$ cat src/rtl/riscv_pkg.sv
// Shared encodings for the multi-cycle RV32I controller: opcodes, FSM states,
// instruction classes and the select/cause codes seen by the datapath.
package riscv_pkg;

  localparam logic [6:0] OPC_LOAD   = 7'b0000011;
  localparam logic [6:0] OPC_STORE  = 7'b0100011;
  localparam logic [6:0] OPC_BRANCH = 7'b1100011;
  localparam logic [6:0] OPC_JALR   = 7'b1100111;
  localparam logic [6:0] OPC_JAL    = 7'b1101111;
  localparam logic [6:0] OPC_OP_IMM = 7'b0010011;
  localparam logic [6:0] OPC_OP     = 7'b0110011;
  localparam logic [6:0] OPC_LUI    = 7'b0110111;
  localparam logic [6:0] OPC_AUIPC  = 7'b0010111;
  localparam logic [6:0] OPC_FENCE  = 7'b0001111;
  localparam logic [6:0] OPC_SYSTEM = 7'b1110011;

  typedef enum logic [2:0] {
    ST_IDLE, ST_FETCH, ST_DECODE, ST_EXEC, ST_MEM, ST_WB, ST_TRAP
  } state_e;

  typedef enum logic [3:0] {
    CLS_OP, CLS_OP_IMM, CLS_LUI, CLS_AUIPC, CLS_JAL, CLS_JALR,
    CLS_LOAD, CLS_STORE, CLS_BRANCH, CLS_FENCE, CLS_SYSTEM, CLS_NONE
  } instr_cls_e;

  localparam logic [1:0] PC_PLUS4  = 2'd0;
  localparam logic [1:0] PC_TARGET = 2'd1;
  localparam logic [1:0] PC_JALR   = 2'd2;

  localparam logic [1:0] WB_ALU  = 2'd0;
  localparam logic [1:0] WB_LOAD = 2'd1;
  localparam logic [1:0] WB_PC4  = 2'd2;
  localparam logic [1:0] WB_IMM  = 2'd3;

  localparam logic [2:0] IMM_I = 3'd0;
  localparam logic [2:0] IMM_S = 3'd1;
  localparam logic [2:0] IMM_B = 3'd2;
  localparam logic [2:0] IMM_U = 3'd3;
  localparam logic [2:0] IMM_J = 3'd4;

  localparam logic [1:0] CAUSE_NONE    = 2'd0;
  localparam logic [1:0] CAUSE_BUS     = 2'd1;
  localparam logic [1:0] CAUSE_ILLEGAL = 2'd2;
  localparam logic [1:0] CAUSE_SYSTEM  = 2'd3;

endpackage

$ cat src/rtl/instr_class_decode.sv
// Combinational opcode/funct3 classifier; flags encodings the FSM must trap on.
module instr_class_decode
  import riscv_pkg::*;
(
  input  logic [6:0]  opcode,
  input  logic [2:0]  funct3,
  output instr_cls_e  cls,
  output logic        illegal
);

  // Map opcode to class, then reject reserved funct3 values per class.
  always_comb begin
    cls     = CLS_NONE;
    illegal = 1'b0;
    case (opcode)
      OPC_OP:     cls = CLS_OP;
      OPC_OP_IMM: cls = CLS_OP_IMM;
      OPC_LUI:    cls = CLS_LUI;
      OPC_AUIPC:  cls = CLS_AUIPC;
      OPC_JAL:    cls = CLS_JAL;
      OPC_FENCE:  cls = CLS_FENCE;
      OPC_SYSTEM: cls = CLS_SYSTEM;
      OPC_JALR: begin
        cls     = CLS_JALR;
        illegal = (funct3 != 3'd0);
      end
      OPC_LOAD: begin
        cls     = CLS_LOAD;
        illegal = (funct3 == 3'd3) || (funct3 == 3'd6) || (funct3 == 3'd7);
      end
      OPC_STORE: begin
        cls     = CLS_STORE;
        illegal = (funct3 > 3'd2);
      end
      OPC_BRANCH: begin
        cls     = CLS_BRANCH;
        illegal = (funct3 == 3'd2) || (funct3 == 3'd3);
      end
      default: illegal = 1'b1;
    endcase
  end

endmodule

$ cat src/rtl/multicycle_control.sv
// Multi-cycle RV32I sequencer: fetch -> decode -> exec -> mem -> writeback.
// Optional macro PERF_CNT_EN adds cycle and retired-instruction counters;
// without it cycle_cnt/instret_cnt are tied to zero.
//
// state     | meaning
// IDLE      | post-reset, all strobes low, goes to FETCH
// FETCH     | instruction read at PC, IR loads on mem_ack
// DECODE    | classify, trap on illegal or SYSTEM
// EXEC      | ALU operation; branches/fences finish here
// MEM       | load/store data access at ALU address
// WB        | register write and PC update
// TRAP      | halted, cause held until reset
module multicycle_control
  import riscv_pkg::*;
#(
  parameter int MEM_TIMEOUT = 255,
  parameter int CNT_W       = 32
) (
  input  logic             clk,
  input  logic             rst_n,
  input  logic [6:0]       opcode,
  input  logic [2:0]       funct3,
  input  logic             branch_taken,
  input  logic             mem_ack,
  output logic             mem_req,
  output logic             mem_we,
  output logic             mem_addr_sel,
  output logic             ir_we,
  output logic             pc_we,
  output logic [1:0]       pc_sel,
  output logic             alu_a_sel,
  output logic             alu_b_sel,
  output logic [2:0]       imm_sel,
  output logic             reg_we,
  output logic [1:0]       wb_sel,
  output logic             halted,
  output logic [1:0]       trap_cause,
  output logic [CNT_W-1:0] cycle_cnt,
  output logic [CNT_W-1:0] instret_cnt
);

  localparam int TMO_W = (MEM_TIMEOUT < 2) ? 1 : $clog2(MEM_TIMEOUT + 1);
  localparam logic [TMO_W-1:0] TMO_LOAD = TMO_W'(MEM_TIMEOUT);

  state_e           state_q, state_d;
  instr_cls_e       cls;
  logic             illegal;
  logic [TMO_W-1:0] tmo_q;
  logic             tmo_hit;
  logic             tmo_load;
  logic [1:0]       cause_q, cause_d;

  instr_class_decode u_dec (
    .opcode  (opcode),
    .funct3  (funct3),
    .cls     (cls),
    .illegal (illegal)
  );

  // Down-counter loaded with the budget on entry to a wait state; the last
  // unacked cycle is the one where it reads 1.
  assign tmo_hit  = (MEM_TIMEOUT != 0) && (tmo_q == TMO_W'(1));
  assign tmo_load = ((state_d == ST_FETCH) && (state_q != ST_FETCH)) ||
                    ((state_d == ST_MEM)   && (state_q != ST_MEM));

  // State register.
  always_ff @(posedge clk) begin
    if (!rst_n) state_q <= ST_IDLE;
    else        state_q <= state_d;
  end

  // Memory wait timer.
  always_ff @(posedge clk) begin
    if (!rst_n)
      tmo_q <= '0;
    else if (tmo_load)
      tmo_q <= TMO_LOAD;
    else if (((state_q == ST_FETCH) || (state_q == ST_MEM)) && !mem_ack)
      tmo_q <= tmo_q - TMO_W'(1);
  end

  // Trap cause captured on entry to TRAP and held until reset.
  always_ff @(posedge clk) begin
    if (!rst_n)
      cause_q <= CAUSE_NONE;
    else if ((state_d == ST_TRAP) && (state_q != ST_TRAP))
      cause_q <= cause_d;
  end

  assign trap_cause = cause_q;

  // Next state and per-state strobes/selects.
  always_comb begin
    state_d      = state_q;
    cause_d      = CAUSE_NONE;
    mem_req      = 1'b0;
    mem_we       = 1'b0;
    mem_addr_sel = 1'b0;
    ir_we        = 1'b0;
    pc_we        = 1'b0;
    pc_sel       = PC_PLUS4;
    alu_a_sel    = 1'b0;
    alu_b_sel    = 1'b0;
    imm_sel      = IMM_I;
    reg_we       = 1'b0;
    wb_sel       = WB_ALU;
    halted       = 1'b0;

    if ((state_q == ST_EXEC) || (state_q == ST_MEM)) begin
      case (cls)
        CLS_OP_IMM: alu_b_sel = 1'b1;
        CLS_JALR:   alu_b_sel = 1'b1;
        CLS_LOAD:   alu_b_sel = 1'b1;
        CLS_STORE: begin alu_b_sel = 1'b1; imm_sel = IMM_S; end
        CLS_BRANCH: imm_sel = IMM_B;
        CLS_LUI:   begin alu_b_sel = 1'b1; imm_sel = IMM_U; end
        CLS_AUIPC: begin alu_a_sel = 1'b1; alu_b_sel = 1'b1; imm_sel = IMM_U; end
        CLS_JAL:   begin alu_a_sel = 1'b1; alu_b_sel = 1'b1; imm_sel = IMM_J; end
        default: ;
      endcase
    end

    case (state_q)
      ST_IDLE: state_d = ST_FETCH;
      ST_FETCH: begin
        mem_req = 1'b1;
        ir_we   = mem_ack;
        if (mem_ack) state_d = ST_DECODE;
        else if (tmo_hit) begin
          state_d = ST_TRAP;
          cause_d = CAUSE_BUS;
        end
      end
      ST_DECODE: begin
        if (illegal) begin
          state_d = ST_TRAP;
          cause_d = CAUSE_ILLEGAL;
        end else if (cls == CLS_SYSTEM) begin
          state_d = ST_TRAP;
          cause_d = CAUSE_SYSTEM;
        end else
          state_d = ST_EXEC;
      end
      ST_EXEC: begin
        case (cls)
          CLS_LOAD, CLS_STORE: state_d = ST_MEM;
          CLS_BRANCH: begin
            pc_we   = 1'b1;
            pc_sel  = branch_taken ? PC_TARGET : PC_PLUS4;
            state_d = ST_FETCH;
          end
          CLS_FENCE: begin
            pc_we   = 1'b1;
            state_d = ST_FETCH;
          end
          default: state_d = ST_WB;
        endcase
      end
      ST_MEM: begin
        mem_req      = 1'b1;
        mem_addr_sel = 1'b1;
        mem_we       = (cls == CLS_STORE);
        if (mem_ack) begin
          if (cls == CLS_STORE) begin
            pc_we   = 1'b1;
            state_d = ST_FETCH;
          end else
            state_d = ST_WB;
        end else if (tmo_hit) begin
          state_d = ST_TRAP;
          cause_d = CAUSE_BUS;
        end
      end
      ST_WB: begin
        reg_we  = 1'b1;
        pc_we   = 1'b1;
        state_d = ST_FETCH;
        case (cls)
          CLS_LOAD: wb_sel = WB_LOAD;
          CLS_LUI:  wb_sel = WB_IMM;
          CLS_JAL:  begin wb_sel = WB_PC4; pc_sel = PC_TARGET; end
          CLS_JALR: begin wb_sel = WB_PC4; pc_sel = PC_JALR; end
          default: ;
        endcase
      end
      ST_TRAP: halted = 1'b1;
      default: state_d = ST_IDLE;
    endcase

    // A write landing on the reset edge would corrupt PC/regfile/IR.
    if (!rst_n) begin
      ir_we  = 1'b0;
      pc_we  = 1'b0;
      reg_we = 1'b0;
    end
  end

`ifdef PERF_CNT_EN
  logic [CNT_W-1:0] cyc_q, ret_q;

  // Free-running cycle and retirement counters, wrapping naturally.
  always_ff @(posedge clk) begin
    if (!rst_n) begin
      cyc_q <= '0;
      ret_q <= '0;
    end else begin
      cyc_q <= cyc_q + CNT_W'(1);
      if ((state_d == ST_FETCH) &&
          ((state_q == ST_EXEC) || (state_q == ST_MEM) || (state_q == ST_WB)))
        ret_q <= ret_q + CNT_W'(1);
    end
  end

  assign cycle_cnt   = cyc_q;
  assign instret_cnt = ret_q;
`else
  assign cycle_cnt   = '0;
  assign instret_cnt = '0;
`endif

endmodule

$ cat config.mk
export PLATFORM = sky130hd
export DESIGN_NAME = multicycle_control
export DESIGN_NICKNAME = d
export VERILOG_FILES = /design/src/rtl/riscv_pkg.sv /design/src/rtl/instr_class_decode.sv /design/src/rtl/multicycle_control.sv
export SDC_FILE = /design/constraint.sdc
export NUM_CORES = 1
export LEC_CHECK = 0
export CAP_MARGIN = 30
export CORE_UTILIZATION = 27
export CTS_BUF_LIST = sky130_fd_sc_hd__clkbuf_4 sky130_fd_sc_hd__clkbuf_8
export CTS_CLUSTER_DIAMETER = 50
export DETAILED_ROUTE_END_ITERATION = 8
export GPL_TIMING_DRIVEN = 0
export PLACE_DENSITY = 0.67
export SYNTH_ARGS = -nofsm -noshare
export SYNTH_HDL_FRONTEND = slang
export SYNTH_HIERARCHICAL = 1
export SYNTH_SLANG_ARGS = --single-unit
export TNS_END_PERCENT = 10
$ cat constraint.sdc
create_clock -name clk -period 4.8 [get_ports clk]
set_input_delay 0.72 -clock clk [delete_from_list [all_inputs] [get_ports clk]]
set_output_delay 0.72 -clock clk [all_outputs]
set_load 0.005 [all_outputs]
==> summary.txt, run 1 <==
status: finished with violations
violated checks: DRC
CTS tree: done
CTS root buf: clkbuf_8
Max IR drop VDD: 0.000142 V
cell row count: 29
Die W: 84.1 um
R2R Path Start: state_q[0]
end of the worst register-to-register path: tmo_q[3]
Worst EP arrival: 3.54 ns
initial drt markers: 63
CTS Buf Count: 3
Worst-Margin Slew: 0.774 ns
Synth-to-Final Area Change: 36.4%
DRC Markers: 2
core footprint: 6420 um2
largest family of logic cells by synthesized area: buffers and inverters
first-pass iteration count of the detailed router: 6
leakage: 1.19 nW
filler instances: 670
htree depth: 1
most common cell after layout, fill and taps aside: buf_4
Crit path depth: 8
Flop pwr share: 0.318
worst setup path start: opcode[6]
period utilization: 0.888
Async S/R FF share, synth: 0
GPL Wtd Cong: 0.873
critical-path cell list: clkdlybuf4s50_1 > or3_1 > a211oi_1 > and3b_1 > nand3_1 > o21a_1 > nor2_1 > clkdlybuf4s50_1
share of layout cells above drive strength 1: 0.290
fraction of power consumed by combinational cells: 0.518
Syn. warnings: 6
vias after detailed routing: 1734
EDFF count, synth: 0
effective utilization at floorplan: 0.283
max frequency: 235 MHz
gr ovfl total: 0
Avg Cell Area, Syn: 7.49 um2
mux contribution to synthesized area: 0.00550
Most common cell on crit path: clkdlybuf4s50_1
critical path's slowest cell: a211oi_1
Setup CP Type: in -> out
Layout Skew: 0.00477 ns
final hold vios: 0
switching fraction of total power: 0.397
post-synth top area cell: buf_4
largest net degree at the start of global routing: 11
most frequent cells in the layout: buf_4, conb_1, clkdlybuf4s50_1
Cell Area, Placed: 2430 um2
final-stage net count: 355
r2r worst-path depth: 7
Cells after Synth: 243
initial antenna violation count: 0
endpoint class of the critical path: primary output
vias in the first global route: 1502
switching power total: 0.249 mW
Post-Synth XOR/XNOR Area: 0.0385
Synth cell types: 56
setup repair bufs after CTS: 0
pwr/cell area: 253 nW/um2
Compound-Gate Fraction of Synth Area: 0.192
RSZ-0062 raised after global routing: false
IO Pins: 96
CTS-repair resized insts: 0
adder-cell share of the synthesized area: 0.0138
cts-stage hold buffer count: 0
Tmin final: 4.26 ns
r2r setup slk: 2.59 ns
ANT nets after route: 0
worst-skew pair later-pin latency: 0.25 ns
Mapped Area: 1820 um2
CP Max Fanout: 7
ANT cells: 0
Largest delay share family, worst path: simple AND/OR/NAND/NOR gates
final setup vio count: 0
Avg Vias per Cell: 4.18
crit path buf inv count: 2
clk buf depth: 2
Max-cap violations: 0
Post-Layout Inst Area: 2480 um2
post-synth top area share: 0.272
Main synth FF type: dfxtp_1
detailed placement HPWL: 3220 um
clock sinks: 13
#FFs+latches synth: 13
Port Buffers: 28
Die Ht: 84.1 um
clock power share: 0.164
Routed Wire Length: 3990 um
Max transition margin: 0.476
Clock Pin Slew Worst Setup and Hold Paths: 0.05 ns
Synth area leaders: buf_4, dfxtp_1, nor2_1
sequential area share after synthesis: 0.143
Post-Synth Simple-Gate Area: 0.279
first-pass GRT wire length: 6610 um
final count of pins violating max slew: 0
Worst Hold Class: reg -> reg
gr usage total: 0.111
max incr delay on CP: 0.65 ns
Die ar.: 7070 um2
final setup TNS: 0 ns
Int Pwr: 0.378 mW
Avg WL per Cell: 9.62 um
CP startpoint kind: primary input
CP required: 4.08 ns
CP endpoint: pc_we
==> state kept, by name, indices dropped and copies added (netlist names) <==
register / cells
trap_cause: 2
tmo_q: 8
state_q: 3
==> worst reg2reg max path, stage by stage (launching register included) <==
cell and delay, ns:
dfxtp_1 0.37, buf_4 0.19, inv_1 0.15, nor3_1 0.39
a32oi_2 0.20, and3_4 0.21, a2111o_4 0.55, o21ai_2 0.08
==> logic make-up after synthesis <==
kind of cell               count (synthesis)
AOI/OAI and AO/OA                         46
muxes                                      1
xor gates and xnor gates                   8
and+or+nand+nor                           85
other                                      1
adders and majority gates                  2
DFF                                       13
buffers and inverters                     87
==> power groups by stage <==
stage                     clock network [mW]  logic [mW]  registers (mW)
after floorplan                            0       0.262           0.193
after global placement                     0       0.318           0.200
after detailed placement                   0       0.323           0.202
after CTS                              0.106       0.325           0.200
after global routing                   0.108       0.365           0.208
final                                  0.103       0.325           0.200
==> routing by layer <==
layer / vias to the layer above / track usage / routed length (um) / part of all wire
li1: 909 / - / - / -
met1: 744 / 0.139 / 1760 / 0.44
met2: 77 / 0.197 / 1910 / 0.48
met3: 4 / 0.0218 / 279 / 0.070
met4: 0 / 0.0235 / 37 / 0.0093
met5: - / 0 / 0 / 0
==> cells in the mapped netlist, types with 3 or more instances <==
library cell	number
o21ai_0	6
nor2_1	17
dfxtp_1	13
buf_4	66
xnor2_1	6
nand3_1	6
nor3_1	12
inv_1	12
o21ai_2	7
buf_2	6
nor3_2	3
nand2b_1	5
a211oi_1	3
nor4_1	3
and3_1	3
a31oi_1	3
nand2_1	14
a21oi_1	9
==> worst min path at each step <==
| stage | cells after the start | startpoint | endpoint |
|---|---|---|---|
| final | 1 | trap_cause[0] | trap_cause[0] |
| after global routing | 1 | trap_cause[1] | trap_cause[1] |
| after CTS | 1 | trap_cause[0] | trap_cause[0] |
| after detailed placement | 1 | trap_cause[0] | trap_cause[0] |
| after global placement | 1 | trap_cause[0] | trap_cause[0] |
| after floorplan | 1 | trap_cause[0] | trap_cause[0] |
==> stage by stage <==
| step | instances | utilization | total power [mW] | setup slack [ns] | hold WS [ns] |
|---|---|---|---|---|---|
| after floorplan | 306 | - | 0.455 | 1.61 | 0.485 |
| after global placement | 411 | 0.379 | 0.518 | 0.533 | 0.491 |
| after detailed placement | 411 | 0.379 | 0.524 | 0.563 | 0.472 |
| after CTS | 415 | 0.386 | 0.631 | 0.542 | 0.496 |
| after global routing | 415 | 0.386 | 0.681 | 0.277 | 0.511 |
| final | 415 | 0.386 | 0.627 | 0.539 | 0.489 |
==> area by class of cell <==
cell class | instances | area (um2) | area share
Multi-Input combinational cell | 206 | 1200 | 0.485
Buffer | 75 | 548 | 0.221
Timing Repair Buffer | 28 | 280 | 0.113
Sequential cell | 13 | 260 | 0.105
Tap cell | 77 | 96.3 | 0.0388
Clock buffer | 4 | 48.8 | 0.0197
Inverter | 12 | 45.0 | 0.0182
Note: power is estimated with default switching activity, not from simulation.
==> run 2, diff against run 1 <==
Settings changed: CORE_MARGIN from default to 10.
==> run 2 against run 1 <==
Against the previous run:
- the flow now finishes without violations
- worst setup slack improved by 0.011 ns
- routed wire length up 26%
- non-clock buffer count stayed put
- global-route usage is 2.0 points lower
- cell count is the same
- die area up 47%
- utilization fell by 0.26 points
- worst hold slack better by 0.017 ns
- first-iteration DRC count up 90%
- register-to-register slack improved by 0.08 ns
- largest cell class unchanged
==> summary.txt, run 2 (synthesis gave the netlist of run 1 again) <==
status: completed
Avg WL per Cell: 12.1 um
max incr delay on CP: 0.69 ns
top layer in use: met4
met3 wire len: 535 um
pwr/cell area: 258 nW/um2
ANT cells: 0
final-stage net count: 355
largest net degree at the start of global routing: 11
Worst-Margin Slew: 0.783 ns
Cell Area, Placed: 2430 um2
endpoint class of the critical path: primary output
Max-cap violations: 0
most frequent cells in the layout: buf_4, conb_1, clkdlybuf4s50_1
Synth-to-Final Area Change: 36.2%
final count of pins violating max slew: 0
Max transition margin: 0.470
cts-stage hold buffer count: 0
clk buf depth: 2
clock sinks: 13
setup repair bufs after CTS: 0
Die ar.: 10400 um2
Final Power: 0.639 mW
Tmin final: 4.25 ns
CTS-repair resized insts: 0
Clock Pin Slew Worst Setup and Hold Paths: 0.06 ns
effective utilization at floorplan: 0.282
period utilization: 0.885
Biggest register: tmo_q
Max IR drop VDD: 0.000165 V
core footprint: 6460 um2
filler instances: 672
CTS root buf: clkbuf_8
Post-Layout Inst Area: 2480 um2
r2r setup slk: 2.67 ns
Avg Vias per Cell: 4.20
Die Ht: 102 um
critical-path cell list: clkdlybuf4s50_1 > buf_6 > and2b_1 > a21oi_1 > nor2_1 > o311ai_1 > nor2_1 > a211oi_1 > clkdlybuf4s50_1
CTS tree: done
worst-skew pair later-pin latency: 0.25 ns
footprint of the multi-input gates: 1200 um2
max frequency: 235 MHz
DRC Markers: 0
Setup CP Type: in -> out
routed wl met2: 2470 um
final setup TNS: 0 ns
first-pass iteration count of the detailed router: 4
gr usage total: 0.0915
final hold vios: 0
Port Buffers: 28
Worst EP arrival: 3.53 ns
critical path's slowest cell: o311ai_1
most common cell after layout, fill and taps aside: buf_4
Die W: 102 um
max reg flops: 8
GPL Wtd Cong: 0.865
RSZ-0062 raised after global routing: false
CTS Buf Count: 3
Layout Skew: 0.00366 ns
final setup vio count: 0
vias in the first global route: 1667
gr ovfl total: 0
CP Max Fanout: 10
htree depth: 1
vias after detailed routing: 1745
CP startpoint kind: primary input
initial antenna violation count: 0
Routed Wire Length: 5020 um
storage element area: 260 um2
CP required: 4.08 ns
first-pass GRT wire length: 7990 um
cell row count: 29
detailed placement HPWL: 4140 um
ANT nets after route: 0
Worst Hold Class: reg -> reg
initial drt markers: 120
Met1 Wirelength: 1940 um
leakage: 1.19 nW
IO Pins: 96
share of layout cells above drive strength 1: 0.290
run 2: cell count changes in the layout (fill, tap and decap cells not counted):
cell / change
clkbuf_4: -1
clkinv_2: +1
run 2: final cells by class:
class	instances	area share
Inverter	12	0.0182
Clock buffer	3	0.0167
Sequential cell	13	0.105
Multi-Input combinational cell	206	0.485
Clock inverter	1	0.00202
Tap cell	77	0.0389
Buffer	75	0.221
Timing Repair Buffer	28	0.113
run 2: stage by stage:
stage | instances | hold slack (ns) | util | setup WS [ns]
final | 415 | 0.507 | 0.384 | 0.550
after global routing | 415 | 0.534 | 0.384 | 0.336
after CTS | 415 | 0.503 | 0.384 | 0.529
after detailed placement | 411 | 0.478 | 0.377 | 0.550
after global placement | 411 | 0.487 | 0.377 | 0.559
after floorplan | 306 | 0.485 | - | 1.61
run 2: worst max-delay path: cells and delay by family:
family	cells	cell delay [ns]
simple gates	3	0.47
compound gates	3	1.15
buf+inv	3	1.19
run 2: power breakdown:
| group | total [mW] | internal, mW | switching (mW) | leakage (nW) |
|---|---|---|---|---|
| Combinational | 0.336 | 0.166 | 0.170 | 1.06 |
| Clock | 0.101 | 0.0575 | 0.0432 | 0.0255 |
| Sequential | 0.202 | 0.150 | 0.0527 | 0.108 |
| Total | 0.639 | 0.373 | 0.265 | 1.19 |
run 2: path summary, 6_finish.rpt:
check / from / to / cells after the start
setup / recovery: opcode[4] / alu_b_sel / 9
setup reg to reg: state_q[0] / tmo_q[3] / 7
hold / removal: trap_cause[0] / trap_cause[0] / 1
hold reg to reg: trap_cause[0] / trap_cause[0] / 1
run 2: per-layer routing:
metal / vias up / GRT usage
met5: - / 0
met4: 0 / 0.0249
met3: 7 / 0.0391
met2: 71 / 0.160
met1: 755 / 0.0986
li1: 912 / -
==> run 3, diff against run 2 <==
Settings changed: ABC_CLOCK_PERIOD_IN_PS from default to 4800, CAP_MARGIN 30 to 20, GPL_ROUTABILITY_DRIVEN from default to 0.
==> run 3 against run 2 <==
Against the previous run:
- utilization unchanged
- sequential cell count unchanged
- combinational power down 1%
- sequential power about the same
- clock-buffer cell count unchanged
- sequential share of layout area unchanged
- via count down 1.5%
- critical path depth down 1
- cell count unchanged
- power down 1.6%
- global-route usage down 0.47 points
- critical path type unchanged
==> summary.txt, run 3 (synthesis gave the netlist of run 1 again) <==
initial drt markers: 144
gr usage total: 0.0868
Max transition margin: 0.450
Avg Vias per Cell: 4.14
Flop pwr share: 0.320
CP startpoint kind: primary input
cell row count: 29
first-pass iteration count of the detailed router: 4
final hold vios: 0
detailed placement HPWL: 4090 um
htree depth: 1
final setup vio count: 0
effective utilization at floorplan: 0.282
Final Non-Filler Cells: 415
clock sinks: 13
ANT nets after route: 0
Final Util: 0.384
pwr/cell area: 254 nW/um2
crit path buf inv count: 2
Tmin final: 4.30 ns
switching fraction of total power: 0.407
fraction of power consumed by combinational cells: 0.527
gr ovfl total: 0
CP required: 4.08 ns
cts-stage hold buffer count: 0
max frequency: 233 MHz
status: completed
max reg flops: 8
final-stage net count: 355
CP Max Fanout: 7
Placed Cells: 411
final worst setup slack: 0.502 ns
switching power total: 0.256 mW
final count of pins violating max slew: 0
Max IR drop VDD: 0.000155 V
period utilization: 0.895
critical path's slowest cell: a211oi_1
RSZ-0062 raised after global routing: false
leakage: 1.19 nW
Routed Wire Length: 4880 um
critical-path cell list: clkdlybuf4s50_1 > or3_1 > a211oi_1 > and3b_1 > nand3_1 > o21a_1 > nor2_1 > clkdlybuf4s50_1
CTS Buf Count: 3
max incr delay on CP: 0.67 ns
clock power share: 0.153
first-pass GRT wire length: 7590 um
vias after detailed routing: 1719
share of layout cells above drive strength 1: 0.290
worst-skew pair later-pin latency: 0.24 ns
Die Ht: 102 um
Setup CP Type: in -> out
Synth-to-Final Area Change: 36.2%
Worst Hold Class: reg -> reg
most common cell after layout, fill and taps aside: buf_4
Die W: 102 um
ANT cells: 0
Post-Place Setup Slack: 0.557 ns
Die ar.: 10400 um2
vias in the first global route: 1607
core footprint: 6460 um2
Worst EP arrival: 3.58 ns
Int Pwr: 0.372 mW
CTS-repair resized insts: 0
IO Pins: 96
Clock Pin Slew Worst Setup and Hold Paths: 0.06 ns
Worst-Margin Slew: 0.812 ns
setup repair bufs after CTS: 0
CTS root buf: clkbuf_8
most frequent cells in the layout: buf_4, conb_1, clkdlybuf4s50_1
Max-cap violations: 0
Port Buffers: 28
Most common cell on crit path: clkdlybuf4s50_1
endpoint class of the critical path: primary output
clk buf depth: 2
Layout Skew: 0.00518 ns
initial antenna violation count: 0
CTS tree: done
largest net degree at the start of global routing: 11
final setup TNS: 0 ns
Largest delay share family, worst path: simple AND/OR/NAND/NOR gates
Biggest register: tmo_q
Avg WL per Cell: 11.7 um
DRC Markers: 0
==> run 3: cell counts in the layout (fill, tap and decap cells not counted) <==
No cell type changed its count.
==> run 3: stage by stage <==
stage               cell area [um2]  hold WS, ns  total power, mW
finish                         2480        0.511            0.628
global route                   2480        0.551            0.676
CTS                            2480        0.520            0.627
detailed placement             2430        0.496            0.528
global placement               2430        0.490            0.519
floorplan                      2060        0.485            0.455
==> run 3: final cells by class <==
cell class | count | area [um2]
fillers | 687 | 3980
multi-input cells | 206 | 1200
plain buffers | 75 | 548
repair buffers | 28 | 280
flip-flops and latches | 13 | 260
well taps | 77 | 96.3
inverters | 12 | 45.0
clock buffers | 3 | 41.3
clock inverters | 1 | 5.00
==> run 3: power groups by stage <==
stage	Sequential (mW)	Combinational [mW]	Clock, mW
final	0.201	0.331	0.0960
after global routing	0.208	0.368	0.101
after CTS	0.201	0.328	0.0987
after detailed placement	0.202	0.326	0
after global placement	0.201	0.318	0
after floorplan	0.193	0.262	0
==> run 3: path summary, 6_finish.rpt <==
path	slack, ns	endpoint	startpoint	cells past startpoint
max	0.50	pc_we	opcode[6]	8
min	0.51	trap_cause[1]	trap_cause[1]	1
max reg2reg	2.60	tmo_q[7]	state_q[0]	7
min reg2reg	0.51	trap_cause[1]	trap_cause[1]	1
==> run 3: per-layer routing <==
metal | share of wire | global-route usage | vias to the layer above
met5 | 0 | 0 | -
met4 | 0.0059 | 0.0141 | 0
met3 | 0.12 | 0.0452 | 2
met2 | 0.49 | 0.155 | 64
met1 | 0.38 | 0.0905 | 740
li1 | - | - | 913
